File: src/rtl/loader_pkg.sv
`default_nettype none
// ============================================================================
// Module   : loader_pkg
// Purpose  : Shared definitions for the UART memory-load host: FSM state
//            encoding, default geometry and the readback error-counter
//            width / saturation value.
// Ports    : none (package)
// Revision : 1.0 - initial release
// ============================================================================
package loader_pkg;

    localparam int DEF_ADDR_W    = 16;
    localparam int DEF_TIMEOUT_W = 24;

    localparam int                ERR_W   = 16;
    localparam logic [ERR_W-1:0]  ERR_MAX = 16'hFFFF;

    localparam int STATE_W = 5;

    localparam logic [STATE_W-1:0] ST_IDLE     = 5'd0;
    localparam logic [STATE_W-1:0] ST_LD_ADDR  = 5'd1;
    localparam logic [STATE_W-1:0] ST_LD_LATCH = 5'd2;
    localparam logic [STATE_W-1:0] ST_LD_SEND  = 5'd3;
    localparam logic [STATE_W-1:0] ST_LD_ACK   = 5'd4;
    localparam logic [STATE_W-1:0] ST_LD_WAIT  = 5'd5;
    localparam logic [STATE_W-1:0] ST_KICK     = 5'd6;
    localparam logic [STATE_W-1:0] ST_RB_WAIT  = 5'd7;
    localparam logic [STATE_W-1:0] ST_RB_CMP   = 5'd8;
    localparam logic [STATE_W-1:0] ST_FINISH   = 5'd9;

    typedef enum logic [STATE_W-1:0] {
        S_IDLE     = ST_IDLE,
        S_LD_ADDR  = ST_LD_ADDR,
        S_LD_LATCH = ST_LD_LATCH,
        S_LD_SEND  = ST_LD_SEND,
        S_LD_ACK   = ST_LD_ACK,
        S_LD_WAIT  = ST_LD_WAIT,
        S_KICK     = ST_KICK,
        S_RB_WAIT  = ST_RB_WAIT,
        S_RB_CMP   = ST_RB_CMP,
        S_FINISH   = ST_FINISH
    } state_t;

    // Increment that sticks at the maximum instead of wrapping.
    function automatic logic [ERR_W-1:0] sat_inc(input logic [ERR_W-1:0] v);
        return (v == ERR_MAX) ? v : v + ERR_W'(1);
    endfunction

endpackage
`default_nettype wire

File: src/rtl/loader_watchdog.sv
`default_nettype none
// ============================================================================
// Module   : loader_watchdog
// Purpose  : Free-running TIMEOUT_W-bit idle counter for the readback phase.
//            Counts while enabled, returns to zero on clear, and flags
//            expiry on the cycle the counter would wrap.
// Ports    : clk, reset_n (async, active low), clear, enable -> expire
// Config   : only built when LOADER_VERIFY_EN is defined (readback path).
// Revision : 1.0 - initial release
// ============================================================================
`ifdef LOADER_VERIFY_EN
module loader_watchdog
    import loader_pkg::*;
#(
    parameter int TIMEOUT_W = DEF_TIMEOUT_W
) (
    input  logic clk,
    input  logic reset_n,
    input  logic clear,
    input  logic enable,
    output logic expire
);

    logic [TIMEOUT_W-1:0] r_cnt;

    always_ff @(posedge clk or negedge reset_n) begin
        if (!reset_n) begin
            r_cnt <= '0;
        end else if (clear) begin
            r_cnt <= '0;
        end else if (enable) begin
            r_cnt <= r_cnt + TIMEOUT_W'(1);
        end
    end

    // 2^TIMEOUT_W enabled cycles: the last one sees the all-ones count.
    assign expire = enable && (r_cnt == '1);

endmodule
`endif
`default_nettype wire

File: src/rtl/uart_loader_host.sv
`default_nettype none
// ============================================================================
// Module   : uart_loader_host
// Purpose  : Host-side initiator of the UART memory-load protocol. Streams a
//            2^ADDR_W-byte image from a synchronous-read memory to a byte
//            UART transmitter, then requests the image back (dut_start) and
//            compares every returned byte against the source.
// Ports    : clk, reset_n (async, active low), start
//            mem_addr / mem_rdata      - source memory (1-cycle read latency)
//            tx_send / tx_data / tx_ready - UART transmitter handshake
//            rx_done / rx_data         - UART receiver byte strobe
//            dut_start, busy, done     - session control / status
//            error_count, timeout, overrun - readback results
// Config   : LOADER_VERIFY_EN defined  -> readback, watchdog and compare built.
//            LOADER_VERIFY_EN undefined -> load only; dut_start is a single
//            pulse, rx_* ignored, result outputs tied to zero.
// Revision : 1.0 - initial release
// ============================================================================
module uart_loader_host
    import loader_pkg::*;
#(
    parameter int ADDR_W    = DEF_ADDR_W,
    parameter int TIMEOUT_W = DEF_TIMEOUT_W
) (
    input  logic              clk,
    input  logic              reset_n,
    input  logic              start,
    output logic [ADDR_W-1:0] mem_addr,
    input  logic [7:0]        mem_rdata,
    output logic              tx_send,
    output logic [7:0]        tx_data,
    input  logic              tx_ready,
    input  logic              rx_done,
    input  logic [7:0]        rx_data,
    output logic              dut_start,
    output logic              busy,
    output logic              done,
    output logic [ERR_W-1:0]  error_count,
    output logic              timeout,
    output logic              overrun
);

    state_t             r_state, w_state_nxt;
    logic [ADDR_W-1:0]  r_addr, w_addr_nxt;
    logic [ADDR_W:0]    w_addr_inc;
    logic               r_tx_send, w_tx_send_nxt;
    logic [7:0]         r_tx_data, w_tx_data_nxt;
    logic               r_dut_start, w_dut_start_nxt;
    logic               r_busy;
    logic               r_done, w_done_nxt;

    // Extra bit catches the wrap past the last image byte.
    assign w_addr_inc = {1'b0, r_addr} + (ADDR_W+1)'(1);

`ifdef LOADER_VERIFY_EN
    logic [ERR_W-1:0]   r_err, w_err_nxt;
    logic               r_timeout, w_timeout_nxt;
    logic               r_overrun, w_overrun_nxt;
    logic [7:0]         r_rx_byte, w_rx_byte_nxt;
    logic               r_cmp_phase, w_cmp_phase_nxt;
    logic               w_wd_en, w_wd_clear, w_wd_expire;

    // Watchdog only runs through idle RB_WAIT cycles; any other state or a
    // received byte restarts it.
    assign w_wd_en    = (r_state == S_RB_WAIT) && !rx_done;
    assign w_wd_clear = !w_wd_en;

    loader_watchdog #(
        .TIMEOUT_W (TIMEOUT_W)
    ) u_watchdog (
        .clk     (clk),
        .reset_n (reset_n),
        .clear   (w_wd_clear),
        .enable  (w_wd_en),
        .expire  (w_wd_expire)
    );

    always_ff @(posedge clk or negedge reset_n) begin
        if (!reset_n) begin
            r_err       <= '0;
            r_timeout   <= 1'b0;
            r_overrun   <= 1'b0;
            r_rx_byte   <= '0;
            r_cmp_phase <= 1'b0;
        end else begin
            r_err       <= w_err_nxt;
            r_timeout   <= w_timeout_nxt;
            r_overrun   <= w_overrun_nxt;
            r_rx_byte   <= w_rx_byte_nxt;
            r_cmp_phase <= w_cmp_phase_nxt;
        end
    end

    assign error_count = r_err;
    assign timeout     = r_timeout;
    assign overrun     = r_overrun;
`else
    logic [8:0]  w_unused_rx;
    logic [31:0] w_unused_cfg;
    assign w_unused_rx  = {rx_done, rx_data};
    assign w_unused_cfg = TIMEOUT_W;

    assign error_count = '0;
    assign timeout     = 1'b0;
    assign overrun     = 1'b0;
`endif

    always_ff @(posedge clk or negedge reset_n) begin
        if (!reset_n) begin
            r_state     <= S_IDLE;
            r_addr      <= '0;
            r_tx_send   <= 1'b0;
            r_tx_data   <= '0;
            r_dut_start <= 1'b0;
            r_busy      <= 1'b0;
            r_done      <= 1'b0;
        end else begin
            r_state     <= w_state_nxt;
            r_addr      <= w_addr_nxt;
            r_tx_send   <= w_tx_send_nxt;
            r_tx_data   <= w_tx_data_nxt;
            r_dut_start <= w_dut_start_nxt;
            r_busy      <= (w_state_nxt != S_IDLE);
            r_done      <= w_done_nxt;
        end
    end

    always_comb begin
        w_state_nxt     = r_state;
        w_addr_nxt      = r_addr;
        w_tx_send_nxt   = 1'b0;
        w_tx_data_nxt   = r_tx_data;
        w_dut_start_nxt = r_dut_start;
        w_done_nxt      = 1'b0;
`ifdef LOADER_VERIFY_EN
        w_err_nxt       = r_err;
        w_timeout_nxt   = r_timeout;
        w_overrun_nxt   = r_overrun;
        w_rx_byte_nxt   = r_rx_byte;
        w_cmp_phase_nxt = r_cmp_phase;
`endif
        case (r_state)
            S_IDLE: begin
                if (start) begin
                    w_addr_nxt  = '0;
                    w_state_nxt = S_LD_ADDR;
`ifdef LOADER_VERIFY_EN
                    w_err_nxt     = '0;
                    w_timeout_nxt = 1'b0;
                    w_overrun_nxt = 1'b0;
`endif
                end
            end
            S_LD_ADDR: begin
                w_state_nxt = S_LD_LATCH;
            end
            S_LD_LATCH: begin
                w_tx_data_nxt = mem_rdata;
                w_state_nxt   = S_LD_SEND;
            end
            S_LD_SEND: begin
                if (tx_ready) begin
                    w_tx_send_nxt = 1'b1;
                    w_state_nxt   = S_LD_ACK;
                end
            end
            S_LD_ACK: begin
                // Do not trust tx_ready until the transmitter has gone busy.
                if (!tx_ready) begin
                    w_state_nxt = S_LD_WAIT;
                end
            end
            S_LD_WAIT: begin
                if (tx_ready) begin
                    w_addr_nxt  = w_addr_inc[ADDR_W-1:0];
                    w_state_nxt = w_addr_inc[ADDR_W] ? S_KICK : S_LD_ADDR;
                end
            end
            S_KICK: begin
                w_dut_start_nxt = 1'b1;
`ifdef LOADER_VERIFY_EN
                w_state_nxt     = S_RB_WAIT;
`else
                w_state_nxt     = S_FINISH;
`endif
            end
`ifdef LOADER_VERIFY_EN
            S_RB_WAIT: begin
                if (rx_done) begin
                    w_rx_byte_nxt   = rx_data;
                    w_dut_start_nxt = 1'b0;
                    w_cmp_phase_nxt = 1'b0;
                    w_state_nxt     = S_RB_CMP;
                end else if (w_wd_expire) begin
                    w_timeout_nxt = 1'b1;
                    w_state_nxt   = S_FINISH;
                end
            end
            S_RB_CMP: begin
                // A byte landing here cannot be queued; flag it and drop it.
                if (rx_done) begin
                    w_overrun_nxt = 1'b1;
                end
                if (!r_cmp_phase) begin
                    w_cmp_phase_nxt = 1'b1;
                end else begin
                    if (mem_rdata != r_rx_byte) begin
                        w_err_nxt = sat_inc(r_err);
                    end
                    w_addr_nxt  = w_addr_inc[ADDR_W-1:0];
                    w_state_nxt = w_addr_inc[ADDR_W] ? S_FINISH : S_RB_WAIT;
                end
            end
`endif
            S_FINISH: begin
                w_dut_start_nxt = 1'b0;
                w_done_nxt      = 1'b1;
                w_state_nxt     = S_IDLE;
            end
            default: begin
                w_state_nxt = S_IDLE;
            end
        endcase
    end

    assign mem_addr  = r_addr;
    assign tx_send   = r_tx_send;
    assign tx_data   = r_tx_data;
    assign dut_start = r_dut_start;
    assign busy      = r_busy;
    assign done      = r_done;

endmodule
`default_nettype wire

File: config.mk
export PLATFORM = sky130hd
export DESIGN_NAME = uart_loader_host
export DESIGN_NICKNAME = d
export VERILOG_FILES = /design/src/rtl/loader_pkg.sv /design/src/rtl/loader_watchdog.sv /design/src/rtl/uart_loader_host.sv
export SDC_FILE = /design/constraint.sdc
export NUM_CORES = 1
export LEC_CHECK = 0
export CAP_MARGIN = 5
export CORE_MARGIN = 2
export CORE_UTILIZATION = 40
export DETAILED_ROUTE_END_ITERATION = 7
export PLACE_DENSITY = 0.76
export SYNTH_ARGS = -nofsm -noshare
export SYNTH_HDL_FRONTEND = slang
export SYNTH_SLANG_ARGS = --single-unit
File: constraint.sdc
create_clock -name clk -period 4.4 [get_ports clk]
set_input_delay 1.32 -clock clk [delete_from_list [all_inputs] [get_ports clk]]
set_output_delay 1.32 -clock clk [all_outputs]
set_load 0.02 [all_outputs]
# ---- After elaboration in Yosys (flattened, before gate mapping)
# Cells that the tools add are included.
dict set report totals {
  reg_bits 33
  out_inout_bits 46
  word_cells 35
}
dict set report classes {
  add_sub_neg 1
  n_eq_ne 9
  mux 13
  reduce_logical 5
}
# cell count
set op_table {}
lappend op_table {{5-bit one-hot mux with 7 select lines} 1}
lappend op_table {{16-bit 2-to-1 mux} 2}
lappend op_table {{16-bit one-hot mux with 2 select lines} 1}
lappend op_table {{5-bit 2-to-1 mux} 4}
lappend op_table {{16-bit by 1-bit adder with 17-bit output (second input constant)} 1}
lappend op_table {{5-bit by 3-bit == test with 1-bit output (second input constant)} 3}
lappend op_table {{5-bit by 2-bit == test with 1-bit output (second input constant)} 2}
lappend op_table {{5-bit by 1-bit == test with 1-bit output (second input constant)} 1}
lappend op_table {{5-bit by 4-bit == test with 1-bit output (second input constant)} 1}
lappend op_table {{5-bit logical NOT} 1}
lappend op_table {{5-bit nonzero test} 1}
lappend op_table {{2-bit inequality test (second input constant)} 2}
lappend op_table {{2-bit nonzero test} 2}
lappend op_table {{1-bit 2-to-1 mux} 3}
lappend op_table {{3-bit 2-to-1 mux} 1}
lappend op_table {{3-bit AND reduction} 1}
lappend op_table {{1-bit one-hot mux with 2 select lines} 1}

# ---- Depth between registers and ports, before layout
# Gate-level depths: netlist of the first run.
dict set report logic_depth {
  word_depth 5
  ltp_mapped 6
  mapped_depth_nobuf 5
}

# ---- Worst setup path before layout of the first run
# OpenSTA, ideal clock, no wires.
dict set report synth_path {
  kind {input to register}
  start {input port start}
  end {register r_addr[11], in the netlist mem_addr[11]}
  arrival_ns 2.357
  required_ns 4.322
  setup_slack_ns 1.966
  path_stages 4
  cell_sequence {nor3b_1 -> a22oi_1 -> or4_1 -> a21oi_1}
}
dict set report synth_between {
  elab_chain_len 2
}
# item line
set synth_lines {}
lappend synth_lines {{from (decl)} uart_loader_host.sv:27} ;# input logic start,
lappend synth_lines {{2-bit inequality test (no source line)} --}
lappend synth_lines {{3-bit AND reduction (no source line)} --}
lappend synth_lines {{to (signal assigned)} uart_loader_host.sv:119} ;# r_addr <= w_addr_nxt;
lappend synth_lines {{to (decl)} uart_loader_host.sv:44} ;# logic [ADDR_W-1:0] r_addr, w_addr_nxt;
# No other way between the ends.
# A chain may end at the register's enable or synchronous reset.

# ---- Worst setup path in the final report of the first run
dict set report layout_path {
  start {input port tx_ready}
  end {register r_addr[7], in the netlist mem_addr[7]}
}
dict set report layout_between {
  elab_chain_len 2
}
# item line
set layout_lines {}
lappend layout_lines {{from (decl)} uart_loader_host.sv:32} ;# input logic tx_ready,
lappend layout_lines {{2-bit inequality test (no source line)} --}
lappend layout_lines {{3-bit AND reduction (no source line)} --}
# No other way between the ends.

==> metrics.csv, run 1 <==
metric,value,unit
drv_cap,0,
place_area,2073,sq um
power,861.1,uW
ant_nets,0,
multi_input_area,772.0,sq um
area_delta_synth_final,26.67,%
min_period,2820,ps
seq_area,825.8,sq um
cts_resized,0,
grt_pass1_vias,1279,
clock.fmax,354.6,MHz
power_frac_clock,27.1,%
p_int,594.8,uW
die_area,4809,sq um
antenna_found_initial,0,
grt_util_all_layers,15.27,%
synth_warnings,0,
dp_hpwl,2.411,mm
switching_power,266.3,uW
final_cell_mix,"39 x clkdlybuf4s50_1, 33 x dfrtp_1, 19 x conb_1",
rsz0062_at_grt,false,
clock_latency,290,ps
grt_overflow_total,0,
crit_required,4600,ps
clockBufferDepth,2,
hold_path.class,reg -> reg,
num_rows,23,
ys_types,39,
synth-seq-cells,33,
synth.top_cell.area_share,48.35,%
finalSetupTns,0,ps
path_max_fanout,6,
netSwitchingFraction,30.93,%
cp-end-kind,register,
start_kind,input port,
synth-async-reset-ratio,100.0,%
ys.flop_type,dfrtp_1,
coreArea,4058,sq um
synth_cells,168,
cts_setup_buffers,0,
wl_per_cell,13.22,um
gp_congestion,0.7831,
finalSetupViolations,0,
drt-initial-drc-count,66,
vias_per_cell,5.205,
fin_util,53.31,%
p_seq_share,44.3,%
ys_seq_area_share,48.35,%
vias,1348,
power_density,398.0,nW/um^2
clock_sinks,33,
combPwrFrac,28.6,%
syn_area_per_cell,10.17,sq um
vdd_drop_max,0.3314,mV
start_util,42.09,%
port_buffers,39,
grt_pass1_wl,5.913,mm
root_buffer,clkbuf_8,
arrival,3020,ps
hold_buffers,0,
fp.dieW,69.35,um
layout_commonest_cell,clkdlybuf4s50_1,
die_h,69.35,um
worst_pin_slew,774.5,ps
fill_cells,385,
power.leakage,0.8686,nW
synth_area_leader_cell,dfrtp_1,
hold_viol,0,
cts_tree,built,
finClkSkew,7.993,ps
grt_max_degree,34,
netlist_top_cells_area,"dfrtp_1 48%, buf_4 8.4%, mux2_2 5.3%",
cts_max_level,2,
insertedDiodeCount,0,
post-route-period-util,64.10,%
drive_gt1_share,9.569,%
crit_type,in -> reg,
drt_first_pass_iters,4,
clkTransAtPathRegs,60,ps
nets,231,
routed_wl,3.424,mm
drc_errors,0,
max_slew_margin,48.34,%
maxSlewViolCount,0,
numCtsBuffers,5,
status,finished clean,
netlist_area,1708,sq um
io_pins,67,
final_area,2163,sq um
synth_edf_count,0,
## registers in the layout, indices dropped and copies added (netlist names)
signal	flops
r_state	5
mem_addr	16
tx_data	8
done	1
tx_send	1
dut_start	1
busy	1
## area by class of cell
| cell class | count | share of cell area [%] |
|---|---|---|
| Timing Repair Buffer | 40 | 18.39 |
| Clock buffer | 6 | 3.817 |
| Multi-Input combinational cell | 125 | 35.69 |
| Sequential cell | 33 | 38.17 |
| Inverter | 4 | 0.6940 |
| Clock inverter | 1 | 0.3470 |
| Tap cell | 50 | 2.892 |
## through the flow
step / hold slack (ps) / cells / setup WS [ps]
finish: 502.9 / 259 / 1580
global route: 527.8 / 259 / 1434
CTS: 509.5 / 259 / 1577
detailed placement: 494.1 / 252 / 1282
global placement: 486.9 / 252 / 1293
floorplan: 516.5 / 186 / 1966
## cells in the mapped netlist, types with 2 or more instances
cell type / count
o21a_1: 2
and2_1: 2
o31ai_1: 7
buf_4: 19
nor3_1: 4
clkbuf_1: 4
xnor2_1: 6
nand2_1: 10
inv_1: 4
nor2_1: 9
o21ai_0: 2
nand2b_1: 2
nor4_1: 5
mux2_2: 8
nand4_1: 6
or3_1: 2
a21oi_1: 9
or4_1: 5
nand3_1: 10
dfrtp_1: 33
## per-layer routing
layer | global-route usage (%) | routed length, um
met4 | 7.407 | 80
met5 | 0 | 0
met1 | 21.28 | 1610
met2 | 22.22 | 1551
met3 | 3.634 | 182
## worst max-delay path, cell delays in order
cell and delay, ps:
clkdlybuf4s50_1 540, nand2_1 150, or3_4 450, or4_1 400, a21oi_1 160
## final timing paths
kind	startpoint	end	slack (ps)	cells after the start
worst max-delay path	tx_ready	mem_addr[7]$_DFFE_PN0P_	1580	5
worst min-delay path	tx_data[6]$_DFFE_PN0P_	tx_data[6]$_DFFE_PN0P_	500	1
worst min register to register	tx_data[6]$_DFFE_PN0P_	tx_data[6]$_DFFE_PN0P_	500	1
worst max register to register	r_state[1]$_DFF_PN0_	mem_addr[7]$_DFFE_PN0P_	2070	4
min in group asynchronous	reset_n	done$_DFF_PN0_	1430	2
max in group asynchronous	reset_n	mem_addr[2]$_DFFE_PN0P_	2670	2
## power groups by stage
stage	clock (mW)	sequential, mW	combinational, mW
after CTS	0.240	0.382	0.250
final	0.234	0.381	0.246
after detailed placement	0	0.387	0.249
after global placement	0	0.385	0.246
after floorplan	0	0.428	0.105
after global routing	0.250	0.390	0.263
## cells by family after synthesis
group	synth area share (%)
buf+inv	10.40
mux	5.275
xor+xnor	3.077
flops	48.35
simple gates	20.73
other cells	0.2196
compound gates	11.21
fa+ha+maj	0.7325
Note: power is estimated with default switching activity, not from simulation.
==> run 2, diff against run 1 <==
Clock period 4.4 ns to 2.8 ns, I/O delays scaled along.
==> run 2 against run 1 <==
First-iteration DRC count fell by 27%. Power rose by 54%. Setup slack worse by 1100 ps. Sequential share of layout area down 0.11 points. Highest routed layer unchanged. Largest power group unchanged.
==> metrics.csv, run 2 (synthesis results as in run 1) <==
metric,value,unit,change
status,finished clean,,
routed_wl,3.410,mm,-0.41%
post-route-period-util,82.26,%,
crit_type,reg -> reg,,
whs,505.0,ps,+2.057 ps
path_max_fanout,11,,+5
clock_sinks,33,,unchanged
largest_register_ffs,16,,unchanged
hold-path-cell-count,1,,unchanged
cts_tree,built,,
num_rows,23,,unchanged
combPwrFrac,29.9,%,+1.3 points
rsz0062_at_grt,false,,
fill_cells,385,,unchanged
grt_max_degree,34,,unchanged
hold_buffers,0,,unchanged
insertedDiodeCount,0,,unchanged
reg2reg_depth,4,,unchanged
netSwitchingFraction,31.09,%,+0.17 points
dp_hpwl,2.453,mm,+1.7%
wl_per_cell,13.07,um,-1.2%
worst_pin_slew,530.8,ps,-243.6 ps
max_slew_margin,64.52,%,+16 points
power.leakage,0.8800,nW,+1.3%
grt_overflow_total,0,,unchanged
start_kind,register,,
gp_congestion,0.7880,,+0.63%
cts_max_level,2,,unchanged
drt_first_pass_iters,4,,unchanged
power_density,609.3,nW/um^2,+53%
final_area,2170,sq um,+0.29%
finalSetupTns,0,ps,unchanged
clkTransAtPathRegs,60,ps,about the same
arrival,2510,ps,-510 ps
finClkSkew,7.120,ps,-0.8732 ps
cts_setup_buffers,0,,unchanged
numCtsBuffers,5,,unchanged
drt-initial-drc-count,48,,-27%
fp.dieW,69.35,um,unchanged
slowest_delay,720,ps,+180 ps
coreArea,4058,sq um,unchanged
path_cells,or4b_1 > or3_4 > or4_1 > a21oi_1,,
rrSetupSlack,500,ps,-1570 ps
finalSetupViolations,0,,unchanged
grt_pass1_wl,5.851,mm,-1.0%
min_period,2303,ps,
die_h,69.35,um,unchanged
vias_per_cell,5.207,,about the same
drv_cap,0,,unchanged
layout_commonest_cell,clkdlybuf4s50_1,,
drc_errors,0,,unchanged
crit_required,3000,ps,-1600 ps
area_delta_synth_final,27.03,%,
seq_area,825.8,sq um,unchanged
final_cell_mix,"39 x clkdlybuf4s50_1, 33 x dfrtp_1, 19 x conb_1",,
cts_resized,0,,unchanged
maxSlewViolCount,0,,unchanged
multi_input_area,772.0,sq um,unchanged
grt_util_all_layers,14.97,%,-0.30 points
hold_viol,0,,unchanged
clock.fmax,434.2,MHz,
place_area,2096,sq um,+1.1%
p_int,910.9,uW,+53%
io_pins,67,,unchanged
switching_power,411.0,uW,+54%
antenna_found_initial,0,,unchanged
clock_latency,280,ps,about the same
nets,234,,+1.3%
start_util,42.09,%,unchanged
hold_path.class,reg -> reg,,
vdd_drop_max,0.4860,mV,+47%
vias,1359,,+0.82%
power_frac_clock,24.7,%,-2.4 points
port_buffers,39,,unchanged
power,1.322,mW,+54%
cp-end-kind,register,,
die_area,4809,sq um,unchanged
root_buffer,clkbuf_8,,
p_seq_share,45.4,%,+1.1 points
grt_pass1_vias,1291,,+0.94%
clockBufferDepth,2,,unchanged
ant_nets,0,,unchanged
slowest_stage,or4b_1,,
drive_gt1_share,10.43,%,+0.86 points
-- run 2: critical path, delay by kind of cell, from the launching register on --
family          cells  cell delay [ps]
compound gates      1              150
simple gates        3             1580
flops               1              490
-- run 2: routing by layer --
layer	GRT usage (%)	routed length [um]
met5	0	0
met4	4.793	41
met3	4.942	203
met2	22.97	1582
met1	20.02	1583
-- run 2: final timing paths --
path,startpoint,endpoint
max,r_state[1]$_DFF_PN0_,mem_addr[15]$_DFFE_PN0P_
min,tx_data[2]$_DFFE_PN0P_,tx_data[2]$_DFFE_PN0P_
min in group asynchronous,reset_n,tx_send$_DFF_PN0_
min reg2reg,tx_data[2]$_DFFE_PN0P_,tx_data[2]$_DFFE_PN0P_
max reg2reg,r_state[1]$_DFF_PN0_,mem_addr[15]$_DFFE_PN0P_
max in group asynchronous,reset_n,mem_addr[15]$_DFFE_PN0P_
-- run 2: cell type report --
type                            count  share of cell area, %
Clock buffer                        5                  3.172
Inverter                            4                 0.6920
Timing Repair Buffer               43                  19.38
Clock inverter                      1                 0.2307
Multi-Input combinational cell    125                  35.58
Sequential cell                    33                  38.06
Tap cell                           50                  2.884
-- run 2: power groups by stage --
stage          Clock [mW]  Sequential, mW  Combinational (mW)
3_3_place_gp            0           0.605               0.395
6_report            0.326           0.600               0.396
5_1_grt             0.355           0.613               0.419
3_5_place_dp            0           0.608               0.399
4_1_cts             0.335           0.600               0.400
2_1_floorplan           0           0.673               0.165
-- run 2: per-stage QoR --
| stage | setup slack (ps) | utilization (%) | std cells |
|---|---|---|---|
| CTS | 490.1 | 53.47 | 261 |
| detailed placement | 231.1 | 51.65 | 255 |
| global route | 307.1 | 53.47 | 261 |
| floorplan | 736.6 | - | 186 |
| finish | 496.8 | 53.47 | 261 |
| global placement | 236.4 | 51.65 | 255 |
==> run 3, diff against run 2 <==
Clock period 2.8 ns to 2.3 ns, I/O delays scaled along.
==> run 3 against run 2 <==
Register-to-register slack worse by 280 ps. Worst hold slack worse by 2.7 ps. Critical endpoint is now mem_addr[0]. Wire length is 2.6% higher. First-iteration DRC count is 98% higher.
==> metrics.csv, run 3 (synthesis results as in run 1) <==
metric,value,unit,change
min_period,2147,ps,
power_density,751.1,nW/um^2,+23%
ant_nets,0,,unchanged
combPwrFrac,29.8,%,about the same
cts_tree,built,,
fill_cells,375,,-2.6%
vias_per_cell,5.144,,-1.2%
pre_cts_slack,-76.62,ps,-307.7 ps
netSwitchingFraction,29.69,%,-1.4 points
max_slew_margin,65.30,%,+0.78 points
slowest_delay,670,ps,-50 ps
path_cells,clkdlybuf4s50_1,,
wl_per_cell,12.92,um,-1.1%
root_buffer,clkbuf_8,,
finalSetupViolations,0,,unchanged
clock_latency,280,ps,about the same
hold_path.class,reg -> reg,,
use_met3,4.215,%,-0.73 points
power_frac_clock,27.8,%,+3.1 points
drc_errors,0,,unchanged
power.leakage,0.9346,nW,+6.2%
numCtsBuffers,5,,unchanged
drt-initial-drc-count,95,,+98%
path_buf_inv,1,,+1
vdd_drop_max,0.5706,mV,+17%
largest_register_ffs,16,,unchanged
power,1.699,mW,+29%
layout_commonest_cell,clkdlybuf4s50_1,,
finClkSkew,6.112,ps,-1.008 ps
vias,1394,,+2.6%
grt_use_met2,24.47,%,+1.5 points
cts_max_level,2,,unchanged
slowest_stage,clkdlybuf4s50_1,,
worst_pin_slew,519.2,ps,-11.67 ps
post-route-period-util,93.33,%,
grt_overflow_total,0,,unchanged
insertedDiodeCount,0,,unchanged
grt_util_all_layers,15.88,%,+0.91 points
clkTransAtPathRegs,70,ps,about the same
routed_wl,3.500,mm,+2.6%
p_seq_share,42.5,%,-2.9 points
dp_hpwl,2.546,mm,+3.8%
grt_max_degree,34,,unchanged
cp-end-kind,output pin,,
multi_input_area,777.0,sq um,+0.65%
fp.dieW,69.35,um,unchanged
met1_usage,22.15,%,+2.1 points
io_pins,67,,unchanged
fin_util,55.75,%,+2.3 points
status,finished clean,,
p_int,1.195,mW,+31%
clock.fmax,465.9,MHz,
die_h,69.35,um,unchanged
gp_congestion,0.7980,,+1.3%
final_cell_mix,"39 x clkdlybuf4s50_1, 33 x dfrtp_1, 19 x conb_1",,
clockBufferDepth,2,,unchanged
rsz0062_at_grt,false,,
crit_type,reg -> out,,
grt_busiest_layer,met2,,
setup_slack,153.4,ps,-343.4 ps
arrival,1460,ps,-1050 ps
hold_viol,0,,unchanged
drive_gt1_share,14.93,%,+4.5 points
clock_sinks,33,,unchanged
seq_area,825.8,sq um,unchanged
drt_first_pass_iters,4,,unchanged
drv_cap,0,,unchanged
num_rows,23,,unchanged
critPathTopFamily,buffers and inverters,,
maxSlewViolCount,0,,unchanged
hold_buffers,0,,unchanged
antenna_found_initial,0,,unchanged
grt_pass1_vias,1391,,+7.7%
crit_required,1610,ps,-1390 ps
whs,502.2,ps,-2.716 ps
port_buffers,39,,unchanged
grt_pass1_wl,6.251,mm,+6.8%
path_max_fanout,8,,-3
start_util,42.09,%,unchanged
nets,242,,+3.4%
start_kind,register,,
die_area,4809,sq um,unchanged
switching_power,504.4,uW,+23%
coreArea,4058,sq um,unchanged
area_delta_synth_final,32.45,%,
==> run 3: routing by layer <==
metal  up-vias  wire (um)
li1        678          -
met1       673       1584
met2        41       1709
met3         2        186
met4         0         20
met5         -          0
==> run 3: final cells by class <==
cell class	count	share of cell area, %
clock inverters	1	0.2212
repair buffers	51	21.24
multi-input cells	125	34.35
well taps	50	2.765
inverters	4	0.6637
clock buffers	7	4.259
flip-flops and latches	33	36.50
==> run 3: power groups by stage <==
stage / registers [mW] / clock network, mW / logic, mW
after floorplan: 0.820 / 0 / 0.201
after global placement: 0.729 / 0 / 0.505
after detailed placement: 0.732 / 0 / 0.508
after CTS: 0.722 / 0.488 / 0.511
after global routing: 0.736 / 0.515 / 0.536
final: 0.721 / 0.472 / 0.506
==> run 3: final timing paths <==
path                                         start  slack (ps)  depth (start not counted)                 endpoint
min in group asynchronous                  reset_n         810                          2           done$_DFF_PN0_
hold reg to reg             tx_data[5]$_DFFE_PN0P_         500                          1   tx_data[5]$_DFFE_PN0P_
max in group asynchronous                  reset_n        1180                          2     r_state[0]$_DFF_PN0_
setup / recovery           mem_addr[0]$_DFFE_PN0P_         150                          1              mem_addr[0]
setup reg to reg              r_state[4]$_DFF_PN0_         220                          4  mem_addr[9]$_DFFE_PN0P_
hold / removal              tx_data[5]$_DFFE_PN0P_         500                          1   tx_data[5]$_DFFE_PN0P_
==> run 3: per-stage QoR <==
stage / std cells / cell area [sq um] / TNS, ps
floorplan: 186 / 1775 / 0
global placement: 263 / 2156 / -269.8
detailed placement: 263 / 2156 / -272.6
CTS: 271 / 2257 / 0
global route: 271 / 2262 / 0
finish: 271 / 2262 / 0
==> run 3: timing repair <==
| item | 4_1_cts | 5_1_grt |
|---|---|---|
| setup buffers | 0 | 0 |
| resized for setup | 0 | 1 |
| hold endpoints to repair | 0 | 0 |
| endpoints found under the setup margin | 0 | 1 |
